[config.mk]
export PLATFORM = sky130hd
export DESIGN_NAME = axi_ni_response_pinout_pack_flat
export DESIGN_NICKNAME = d
export VERILOG_FILES = /design/src/rtl/axi_ni_response_pinout_pack_if.sv /design/src/rtl/axi_ni_response_pinout_pack.sv /design/src/flat_wrapper.sv
export SDC_FILE = /design/constraint.sdc
export NUM_CORES = 1
export LEC_CHECK = 0
export CAP_MARGIN = 20
export CORE_ASPECT_RATIO = 1.5
export CORE_MARGIN = 2
export CORE_UTILIZATION = 44
export DETAILED_ROUTE_END_ITERATION = 7
export GPL_ROUTABILITY_DRIVEN = 0
export GPL_TIMING_DRIVEN = 0
export PLACE_DENSITY = 0.82
export SLEW_MARGIN = 10
export SYNTH_ARGS = -nofsm -noshare
export SYNTH_HDL_FRONTEND = slang
export SYNTH_SLANG_ARGS = --single-unit
[constraint.sdc]
create_clock -name clock -period 3.1 [get_ports clock]
set_input_delay 0.465 -clock clock [delete_from_list [all_inputs] [get_ports clock]]
set_output_delay 0.465 -clock clock [all_outputs]
set_load 0.005 [all_outputs]
[src/rtl/axi_ni_response_pinout_pack_if.sv]
// ---------------------------------------------------------------------------
// axi_ni_response_pinout_pack_if
// Groups the signals around the target-side NI response pinout block:
//   - the AXI R and B response channels coming from the AXI slave, and
//   - the single-beat response stream going to the NI response packetizer.
//
// Handshake semantics (all channels): a beat transfers on a rising clock edge
// where valid and ready are both high. A producer holds valid and its payload
// stable until that transfer. The ready signal may depend combinationally on
// valid.
//
// Modports:
//   master - the pinout block: drives RREADY/BREADY and the resp_* stream.
//   slave  - the environment: the AXI slave plus the packetizer.
//
// Parameters: AXIRDATAWD (read data width), BEATCNTWD (beat index width).
// Width macros default here when no NI include has defined them.
// ---------------------------------------------------------------------------
`ifndef AXIIDWD
`define AXIIDWD 4
`endif
`ifndef AXIRESPWD
`define AXIRESPWD 2
`endif
`ifndef PACKETTRANSIDWD
`define PACKETTRANSIDWD 6
`endif
`ifndef PACKETREADDATAWD
`define PACKETREADDATAWD 32
`endif
`ifndef PACKETRESPONSEWD
`define PACKETRESPONSEWD 2
`endif
`ifndef PACKETRESPDVA
`define PACKETRESPDVA 2'd1
`endif
`ifndef PACKETRESPERR
`define PACKETRESPERR 2'd2
`endif

interface axi_ni_response_pinout_pack_if #(
  parameter int AXIRDATAWD = 32,
  parameter int BEATCNTWD  = 8
);
  logic [`AXIIDWD-1:0]          RID;
  logic [AXIRDATAWD-1:0]        RDATA;
  logic [`AXIRESPWD-1:0]        RRESP;
  logic                         RLAST;
  logic                         RVALID;
  logic                         RREADY;
  logic [`AXIIDWD-1:0]          BID;
  logic [`AXIRESPWD-1:0]        BRESP;
  logic                         BVALID;
  logic                         BREADY;
  logic                         resp_valid;
  logic                         resp_ready;
  logic                         resp_is_read;
  logic [`PACKETTRANSIDWD-1:0]  resp_id;
  logic [`PACKETREADDATAWD-1:0] resp_data;
  logic [`PACKETRESPONSEWD-1:0] resp_code;
  logic                         resp_locked;
  logic                         resp_last;
  logic [BEATCNTWD-1:0]         resp_beat;

  modport master (
    input  RID, RDATA, RRESP, RLAST, RVALID, BID, BRESP, BVALID, resp_ready,
    output RREADY, BREADY, resp_valid, resp_is_read, resp_id, resp_data,
           resp_code, resp_locked, resp_last, resp_beat
  );

  modport slave (
    output RID, RDATA, RRESP, RLAST, RVALID, BID, BRESP, BVALID, resp_ready,
    input  RREADY, BREADY, resp_valid, resp_is_read, resp_id, resp_data,
           resp_code, resp_locked, resp_last, resp_beat
  );
endinterface

[src/rtl/axi_ni_response_pinout_pack.sv]
// ---------------------------------------------------------------------------
// axi_ni_response_pinout_pack
// Target-side NI block facing an AXI slave. Accepts R and B responses,
// maps AXI response codes to packet response codes and presents one beat at
// a time to the response packetizer from a single registered holding stage.
// R and B are arbitrated; a read burst, once started, owns the output until
// its RLAST beat. Read beats are numbered within the burst.
//
// Ports:
//   clock        - rising-edge clock
//   reset_n      - asynchronous active-low reset
//   bus          - master modport of axi_ni_response_pinout_pack_if
//                  (R/B channels in, resp_* stream out)
//   dbg_state    - current FSM state (0 = IDLE, 1 = R_BURST)
//   dbg_beat_cnt - current read beat counter
//
// Build option: define NI_RESP_WRITE_PRIORITY_EN to make B always win over R
// in IDLE (no round-robin pointer). Default build uses round-robin.
// ---------------------------------------------------------------------------
`ifndef AXIIDWD
`define AXIIDWD 4
`endif
`ifndef AXIRESPWD
`define AXIRESPWD 2
`endif
`ifndef PACKETTRANSIDWD
`define PACKETTRANSIDWD 6
`endif
`ifndef PACKETREADDATAWD
`define PACKETREADDATAWD 32
`endif
`ifndef PACKETRESPONSEWD
`define PACKETRESPONSEWD 2
`endif
`ifndef PACKETRESPDVA
`define PACKETRESPDVA 2'd1
`endif
`ifndef PACKETRESPERR
`define PACKETRESPERR 2'd2
`endif

module axi_ni_response_pinout_pack #(
  parameter int FLIT_WIDTH = 32,
  parameter int AXIRDATAWD = 32,
  parameter int BEATCNTWD  = 8
) (
  input  logic                 clock,
  input  logic                 reset_n,
  axi_ni_response_pinout_pack_if.master bus,
  output logic                 dbg_state,
  output logic [BEATCNTWD-1:0] dbg_beat_cnt
);

  localparam int ID_W   = `PACKETTRANSIDWD;
  localparam int DATA_W = `PACKETREADDATAWD;
  localparam int CODE_W = `PACKETRESPONSEWD;
  localparam logic [`AXIRESPWD-1:0] AXI_EXOKAY = `AXIRESPWD'(1);

  typedef enum logic {
    ST_IDLE    = 1'b0,
    ST_R_BURST = 1'b1
  } state_t;

  state_t               state_q, state_d;
  logic [BEATCNTWD-1:0] beat_q;
  logic                 load_ok;
  logic                 grant_r, grant_b;
  logic                 r_acc, b_acc;

`ifndef NI_RESP_WRITE_PRIORITY_EN
  // 0 favours R, 1 favours B when both channels are valid in IDLE.
  logic                 rr_favour_b_q;
`endif

  // SLVERR and DECERR both have bit 1 set; OKAY/EXOKAY do not.
  function automatic logic [CODE_W-1:0] map_code(input logic [`AXIRESPWD-1:0] r);
    return r[1] ? `PACKETRESPERR : `PACKETRESPDVA;
  endfunction

  // Holding register can take a beat when empty or when it drains this cycle.
  // Gated by reset_n so the ready outputs are also 0 while reset is held.
  assign load_ok = reset_n & (~bus.resp_valid | bus.resp_ready);

  always_comb begin
    grant_r = 1'b0;
    grant_b = 1'b0;
    case (state_q)
      ST_IDLE: begin
        if (bus.RVALID && bus.BVALID) begin
`ifdef NI_RESP_WRITE_PRIORITY_EN
          grant_b = 1'b1;
`else
          grant_b = rr_favour_b_q;
          grant_r = ~rr_favour_b_q;
`endif
        end else begin
          grant_r = bus.RVALID;
          grant_b = bus.BVALID;
        end
      end
      ST_R_BURST: grant_r = bus.RVALID;
      default: begin
        grant_r = 1'b0;
        grant_b = 1'b0;
      end
    endcase
  end

  assign bus.RREADY = load_ok & grant_r;
  assign bus.BREADY = load_ok & grant_b;
  assign r_acc      = bus.RREADY & bus.RVALID;
  assign b_acc      = bus.BREADY & bus.BVALID;

  always_comb begin
    state_d = state_q;
    case (state_q)
      ST_IDLE:    if (r_acc && !bus.RLAST) state_d = ST_R_BURST;
      ST_R_BURST: if (r_acc && bus.RLAST)  state_d = ST_IDLE;
      default:    state_d = ST_IDLE;
    endcase
  end

  always_ff @(posedge clock or negedge reset_n) begin
    if (!reset_n) begin
      state_q          <= ST_IDLE;
      beat_q           <= '0;
      bus.resp_valid   <= 1'b0;
      bus.resp_is_read <= 1'b0;
      bus.resp_id      <= '0;
      bus.resp_data    <= '0;
      bus.resp_code    <= '0;
      bus.resp_locked  <= 1'b0;
      bus.resp_last    <= 1'b0;
      bus.resp_beat    <= '0;
    end else begin
      state_q <= state_d;
      if (r_acc) begin
        bus.resp_valid   <= 1'b1;
        bus.resp_is_read <= 1'b1;
        bus.resp_id      <= ID_W'(bus.RID);
        bus.resp_data    <= DATA_W'(bus.RDATA);
        bus.resp_code    <= map_code(bus.RRESP);
        bus.resp_locked  <= (bus.RRESP == AXI_EXOKAY);
        bus.resp_last    <= bus.RLAST;
        bus.resp_beat    <= beat_q;
        // Counter wraps silently past its maximum; RLAST restarts numbering.
        beat_q           <= bus.RLAST ? '0 : beat_q + BEATCNTWD'(1);
      end else if (b_acc) begin
        bus.resp_valid   <= 1'b1;
        bus.resp_is_read <= 1'b0;
        bus.resp_id      <= ID_W'(bus.BID);
        bus.resp_data    <= '0;
        bus.resp_code    <= map_code(bus.BRESP);
        bus.resp_locked  <= (bus.BRESP == AXI_EXOKAY);
        bus.resp_last    <= 1'b1;
        bus.resp_beat    <= '0;
      end else if (bus.resp_ready) begin
        bus.resp_valid   <= 1'b0;
      end
    end
  end

`ifndef NI_RESP_WRITE_PRIORITY_EN
  // Pointer moves after every B and after every completed read burst.
  always_ff @(posedge clock or negedge reset_n) begin
    if (!reset_n) begin
      rr_favour_b_q <= 1'b0;
    end else if (b_acc || (r_acc && bus.RLAST)) begin
      rr_favour_b_q <= ~rr_favour_b_q;
    end
  end
`endif

  assign dbg_state    = state_q;
  assign dbg_beat_cnt = beat_q;

endmodule

[src/flat_wrapper.sv]
// flat-port wrapper written by rule: the top's interface ports become plain ports
module axi_ni_response_pinout_pack_flat 
#(
  parameter int FLIT_WIDTH = 32,
  parameter int AXIRDATAWD = 32,
  parameter int BEATCNTWD  = 8
)
  (clock, reset_n, dbg_state, dbg_beat_cnt, bus_RID, bus_RDATA, bus_RRESP, bus_RLAST, bus_RVALID, bus_BID, bus_BRESP, bus_BVALID, bus_resp_ready, bus_RREADY, bus_BREADY, bus_resp_valid, bus_resp_is_read, bus_resp_id, bus_resp_data, bus_resp_code, bus_resp_locked, bus_resp_last, bus_resp_beat);
  axi_ni_response_pinout_pack_if #(.AXIRDATAWD(AXIRDATAWD), .BEATCNTWD(BEATCNTWD)) bus_i ();
  input  logic clock;
  input  logic reset_n;
  output logic dbg_state;
  output logic [BEATCNTWD-1:0] dbg_beat_cnt;
  input wire logic [$bits(bus_i.RID)-1:0] bus_RID;
  input wire logic [$bits(bus_i.RDATA)-1:0] bus_RDATA;
  input wire logic [$bits(bus_i.RRESP)-1:0] bus_RRESP;
  input wire logic [$bits(bus_i.RLAST)-1:0] bus_RLAST;
  input wire logic [$bits(bus_i.RVALID)-1:0] bus_RVALID;
  input wire logic [$bits(bus_i.BID)-1:0] bus_BID;
  input wire logic [$bits(bus_i.BRESP)-1:0] bus_BRESP;
  input wire logic [$bits(bus_i.BVALID)-1:0] bus_BVALID;
  input wire logic [$bits(bus_i.resp_ready)-1:0] bus_resp_ready;
  output wire logic [$bits(bus_i.RREADY)-1:0] bus_RREADY;
  output wire logic [$bits(bus_i.BREADY)-1:0] bus_BREADY;
  output wire logic [$bits(bus_i.resp_valid)-1:0] bus_resp_valid;
  output wire logic [$bits(bus_i.resp_is_read)-1:0] bus_resp_is_read;
  output wire logic [$bits(bus_i.resp_id)-1:0] bus_resp_id;
  output wire logic [$bits(bus_i.resp_data)-1:0] bus_resp_data;
  output wire logic [$bits(bus_i.resp_code)-1:0] bus_resp_code;
  output wire logic [$bits(bus_i.resp_locked)-1:0] bus_resp_locked;
  output wire logic [$bits(bus_i.resp_last)-1:0] bus_resp_last;
  output wire logic [$bits(bus_i.resp_beat)-1:0] bus_resp_beat;
  assign bus_i.RID = bus_RID;
  assign bus_i.RDATA = bus_RDATA;
  assign bus_i.RRESP = bus_RRESP;
  assign bus_i.RLAST = bus_RLAST;
  assign bus_i.RVALID = bus_RVALID;
  assign bus_i.BID = bus_BID;
  assign bus_i.BRESP = bus_BRESP;
  assign bus_i.BVALID = bus_BVALID;
  assign bus_i.resp_ready = bus_resp_ready;
  assign bus_RREADY = bus_i.RREADY;
  assign bus_BREADY = bus_i.BREADY;
  assign bus_resp_valid = bus_i.resp_valid;
  assign bus_resp_is_read = bus_i.resp_is_read;
  assign bus_resp_id = bus_i.resp_id;
  assign bus_resp_data = bus_i.resp_data;
  assign bus_resp_code = bus_i.resp_code;
  assign bus_resp_locked = bus_i.resp_locked;
  assign bus_resp_last = bus_i.resp_last;
  assign bus_resp_beat = bus_i.resp_beat;
  axi_ni_response_pinout_pack #(.FLIT_WIDTH(FLIT_WIDTH), .AXIRDATAWD(AXIRDATAWD), .BEATCNTWD(BEATCNTWD)) u_core (.clock(clock), .reset_n(reset_n), .bus(bus_i), .dbg_state(dbg_state), .dbg_beat_cnt(dbg_beat_cnt));
endmodule
# Word level (Yosys, flattened, before mapping)

Index checks and enable logic that the tools add are counted.
Widths: inputs -> output; s select.

Bits of input ports: 50
Bits in registers: 62
Word-level logic and storage cells: 57

Muxes and demuxes: 27
Equal/unequal tests: 2
Reduce and logical (&&, ||, !) cells: 7
Add/sub/neg operators: 1
Bitwise gates (word level): 9

Operators with widths:

| kind                | count |
|---|---|
| $mux 32             | 2 |
| $mux 8              | 3 |
| $mux 1              | 14 |
| $mux 6              | 2 |
| $add 8x1->8 const B | 1 |
| $mux 2              | 4 |
| $and 1x1->1         | 5 |
| $eq 2x1->1 const B  | 2 |
| $pmux 1 s2          | 2 |
| $logic_and 1x1->1   | 3 |
| $not 1->1           | 3 |
| $reduce_bool 3->1   | 1 |
| $reduce_bool 2->1   | 1 |
| $logic_not 1->1     | 1 |
| $logic_or 1x1->1    | 1 |
| $or 1x1->1          | 1 |

# Depth between registers and ports, before layout

Word-level depth: 8
Gate-level depth with buffers: 7

# Worst setup path before layout

No wires, ideal clock.

Path kind: input-to-output
Start: in reset_n
End: out bus_RREADY
Slack: 1.474 ns
Cell stages on the path: 4
Arrival time: 1.161 ns
Cells stage by stage: clkbuf_1 nand4b_4 inv_2 buf_2

Cells in the longest elaborated chain, start to end: 2

RTL lines:

| item        | RTL line                           | text |
|---|---|---|
| from (decl) | flat_wrapper.sv:11                 | `input logic reset_n;` |
| $and 1x1->1 | axi_ni_response_pinout_pack.sv:82  | `assign load_ok = reset_n & (~bus.resp_valid \| bus.resp_ready);` |
| $and 1x1->1 | axi_ni_response_pinout_pack.sv:109 | `assign bus.RREADY = load_ok & grant_r;` |
| to (decl)   | flat_wrapper.sv:23                 | `output wire logic [$bits(bus_i.RREADY)-1:0] bus_RREADY;` |

No other way between the ends.

# Final worst setup path

Ends and elaborated chain as after synthesis.

==> metrics <==
status=complete, no violations; fin crit share=0.9098; row count=33; DRC violations left=0; post-synth cell types=39; CTS resizes=0; Synth Area in Compound Gates=0.2054; CTS HTree Levels=3; Worst VDD drop=0.0003979 V; critical path arrival=2360 ps; maximum buffer depth of the clock tree=2; multiplexer share of the synthesized area=0.02517; area grow syn2layout=57.32%; Post-Synth Adder-Cell Area=0.005136; CP top delay family=buffers and inverters; Post-Layout Cell Count=391; Root Driver=clkbuf_8; FF-to-FF setup slack=between 1500 and 2000 ps; NumNets Final=367; Slew Viols, Final=0; full die area=6160 um^2; post-synthesis sequential area ratio=0.6163; Leak=1.770 nW; Pwr per Cell Area=696.5 nW/um^2; pre-CTS setup slack=50.54 ps; Max Freq=354.6 MHz; initial core utilization=0.4504; WP buf/inv=5; main combinational cell family by area after synthesis=compound AO/OA/AOI/OAI gates; Post CTS Setup Buffer Count=0; CTS tree=yes; Most used DFF post-synth=dfrtp_1; slowest stage delay, CP=roughly 520 ps; total track usage=0.1983; share of layout cells above drive strength 1=0.1028; crit-path cells=buf_6, clkbuf_1, nand4b_4, inv_2, buf_2, clkdlybuf4s50_1; initial drt markers=86; synthesized flop and latch total=60; drt pass-1 iters=5; Hold Crit Class=in2async; worst-skew pair later-pin latency=330 ps; setup ws final=279.6 ps; XOR/XNOR share of the synthesized area=0.003595; reg2reg path depth=4; CP startpoint kind=input port; crit path max-delay cell type=clkdlybuf4s50_1; Hold WS=roughly 100 ps; max cap viols=0; YS warnings=0; Cells after Synth=194; placed cells=~380; Die Y=95.13 um; worst setup path class=in2out; Inserted Diodes=0; met3 Usage GRT=0.06730; die width=64.76 um; WP depth=6; GR Util met1=0.2358; GR Layer Usage met2=0.3368; largest net degree at the start of global routing=62; gr ovfl total=0; Worst Skew=8.700 ps; Post-Syn Area=2436 um^2; vias in the first global route=1907; RSZ-0062 raised after global routing=no; vias per std cell=5.069; Total Wirelength=around 6000 um; Setup crit end kind=output pin; syn_area_per_cell=12.56 um^2; I/O Pins=113; overall power=2.669 mW; I/O Buffers=110; DR vias=1982; CP Max Fanout=61; Final Core Density=0.7085; worst path required time=2630 ps; DR WL/cell=around 15 um; Post-DRT Antenna Nets=0; minimum period implied by the final worst setup slack=about 2800 ps; first-pass GRT wire length=9211 um; busiest grt layer=met2; Max-slew headroom=0.6469; final hold vios=0; Synth Area in Simple Gates=0.1048; antenna violations before repair=0; HPWL after DPL=4244 um; number of flops mapped to enable cells by yosys=0; clk slew on worst S/H paths=70 ps; Post-CTS Hold Fix Bufs=0; Slew @ Worst Pin=529.7 ps; Core Region=5409 um^2; TritonCTS buffer count=9; FFs w/ async S/R, synth=1.000; Final setup violation count=0; CTS Sinks=60
[power by group]
group | switching (mW) | total, mW | internal, mW | leakage, nW
logic | 0.281 | 0.839 | 0.558 | 0.919
clock network | 0.287 | 0.700 | 0.412 | 0.102
registers | 0.147 | 1.13 | 0.984 | 0.749
total | 0.715 | 2.67 | 1.95 | 1.77
[synth_stat cells, drive strengths merged, types with 3 or more instances]
cell type  number  share of area
inv             5         0.0077
dfrtp          60           0.62
a21oi           4         0.0082
o21ai           9          0.018
nor3b           3         0.0092
nor2b           6          0.015
clkbuf          5         0.0077
buf            10          0.023
nand2          17          0.026
nand3           3         0.0062
a22o           39           0.14
mux2i           5          0.021
[cells by family (layout without fill, tap and decap cells)]
| family | count (synthesis) | after routing |
|---|---|---|
| other | 1 | 2 |
| multiplexers | 6 | 6 |
| buffers and inverters | 20 | 146 |
| adder cells (fa/ha/maj) | 1 | 1 |
| AO/OA/AOI/OAI | 62 | 62 |
| AND/OR/NAND/NOR | 43 | 43 |
| flip-flops | 60 | 60 |
| XOR/XNOR | 1 | 1 |
[layout make-up]
type,instances,area (um^2)
fillers,398,1577
flip-flops and latches,60,1501
repair buffers,110,1102
multi-input cells,115,845.8
clock buffers,12,155.1
well taps,70,87.58
plain buffers,15,73.82
clock inverters,4,47.55
inverters,5,18.77
[state kept, by name, indices dropped and copies added (netlist names), 2 cells and up, named ones only]
register	count
u_core.bus.resp_data	32
u_core.bus.resp_beat	8
u_core.dbg_beat_cnt	8
u_core.bus.resp_id	4
u_core.bus.resp_code	2
[final timing paths]
check                                  startpoint                  endpoint
max reg2reg                              register   u_core.bus.resp_beat[0]
min                                       reset_n  u_core.bus.resp_data[13]
max in group asynchronous                 reset_n      u_core.bus.resp_last
max                                       reset_n                bus_RREADY
min reg2reg                u_core.bus.resp_locked    u_core.bus.resp_locked
min in group clock         u_core.bus.resp_locked    u_core.bus.resp_locked
[per-stage QoR]
step / area [um^2] / setup TNS, ps
finish: 3832 / 0
detailed placement: 3626 / 0
global placement: 3628 / -82220
floorplan: 2440 / 0
CTS: 3829 / 0
global route: 3832 / 0
[worst reg2reg max path: cells and delay by family, from the launching register on]
family,cells,cell delay [ps]
compound gates,2,480
flops,1,420
buf+inv,1,300
simple gates,1,260
[routing by layer]
layer	vias to the layer above	share of wire
met1	945	0.42
met3	5	0.073
li1	955	-
met2	77	0.50
met5	-	0
met4	0	0.0068
[cells in the final DEF (no fill, tap or decap), types with 3 or more instances in the layout]
cell,synthesis,final
inv_1,4,4
nand2_1,17,17
nand3_1,3,3
clkbuf_8,0,11
nor2b_1,6,6
a21oi_1,4,4
dfrtp_1,60,60
clkbuf_1,5,6
clkdlybuf4s50_1,0,109
mux2i_1,5,5
buf_2,8,8
a22o_1,39,39
o21ai_0,9,9
nor3b_1,3,3
Note: power is estimated with default switching activity, not from simulation.
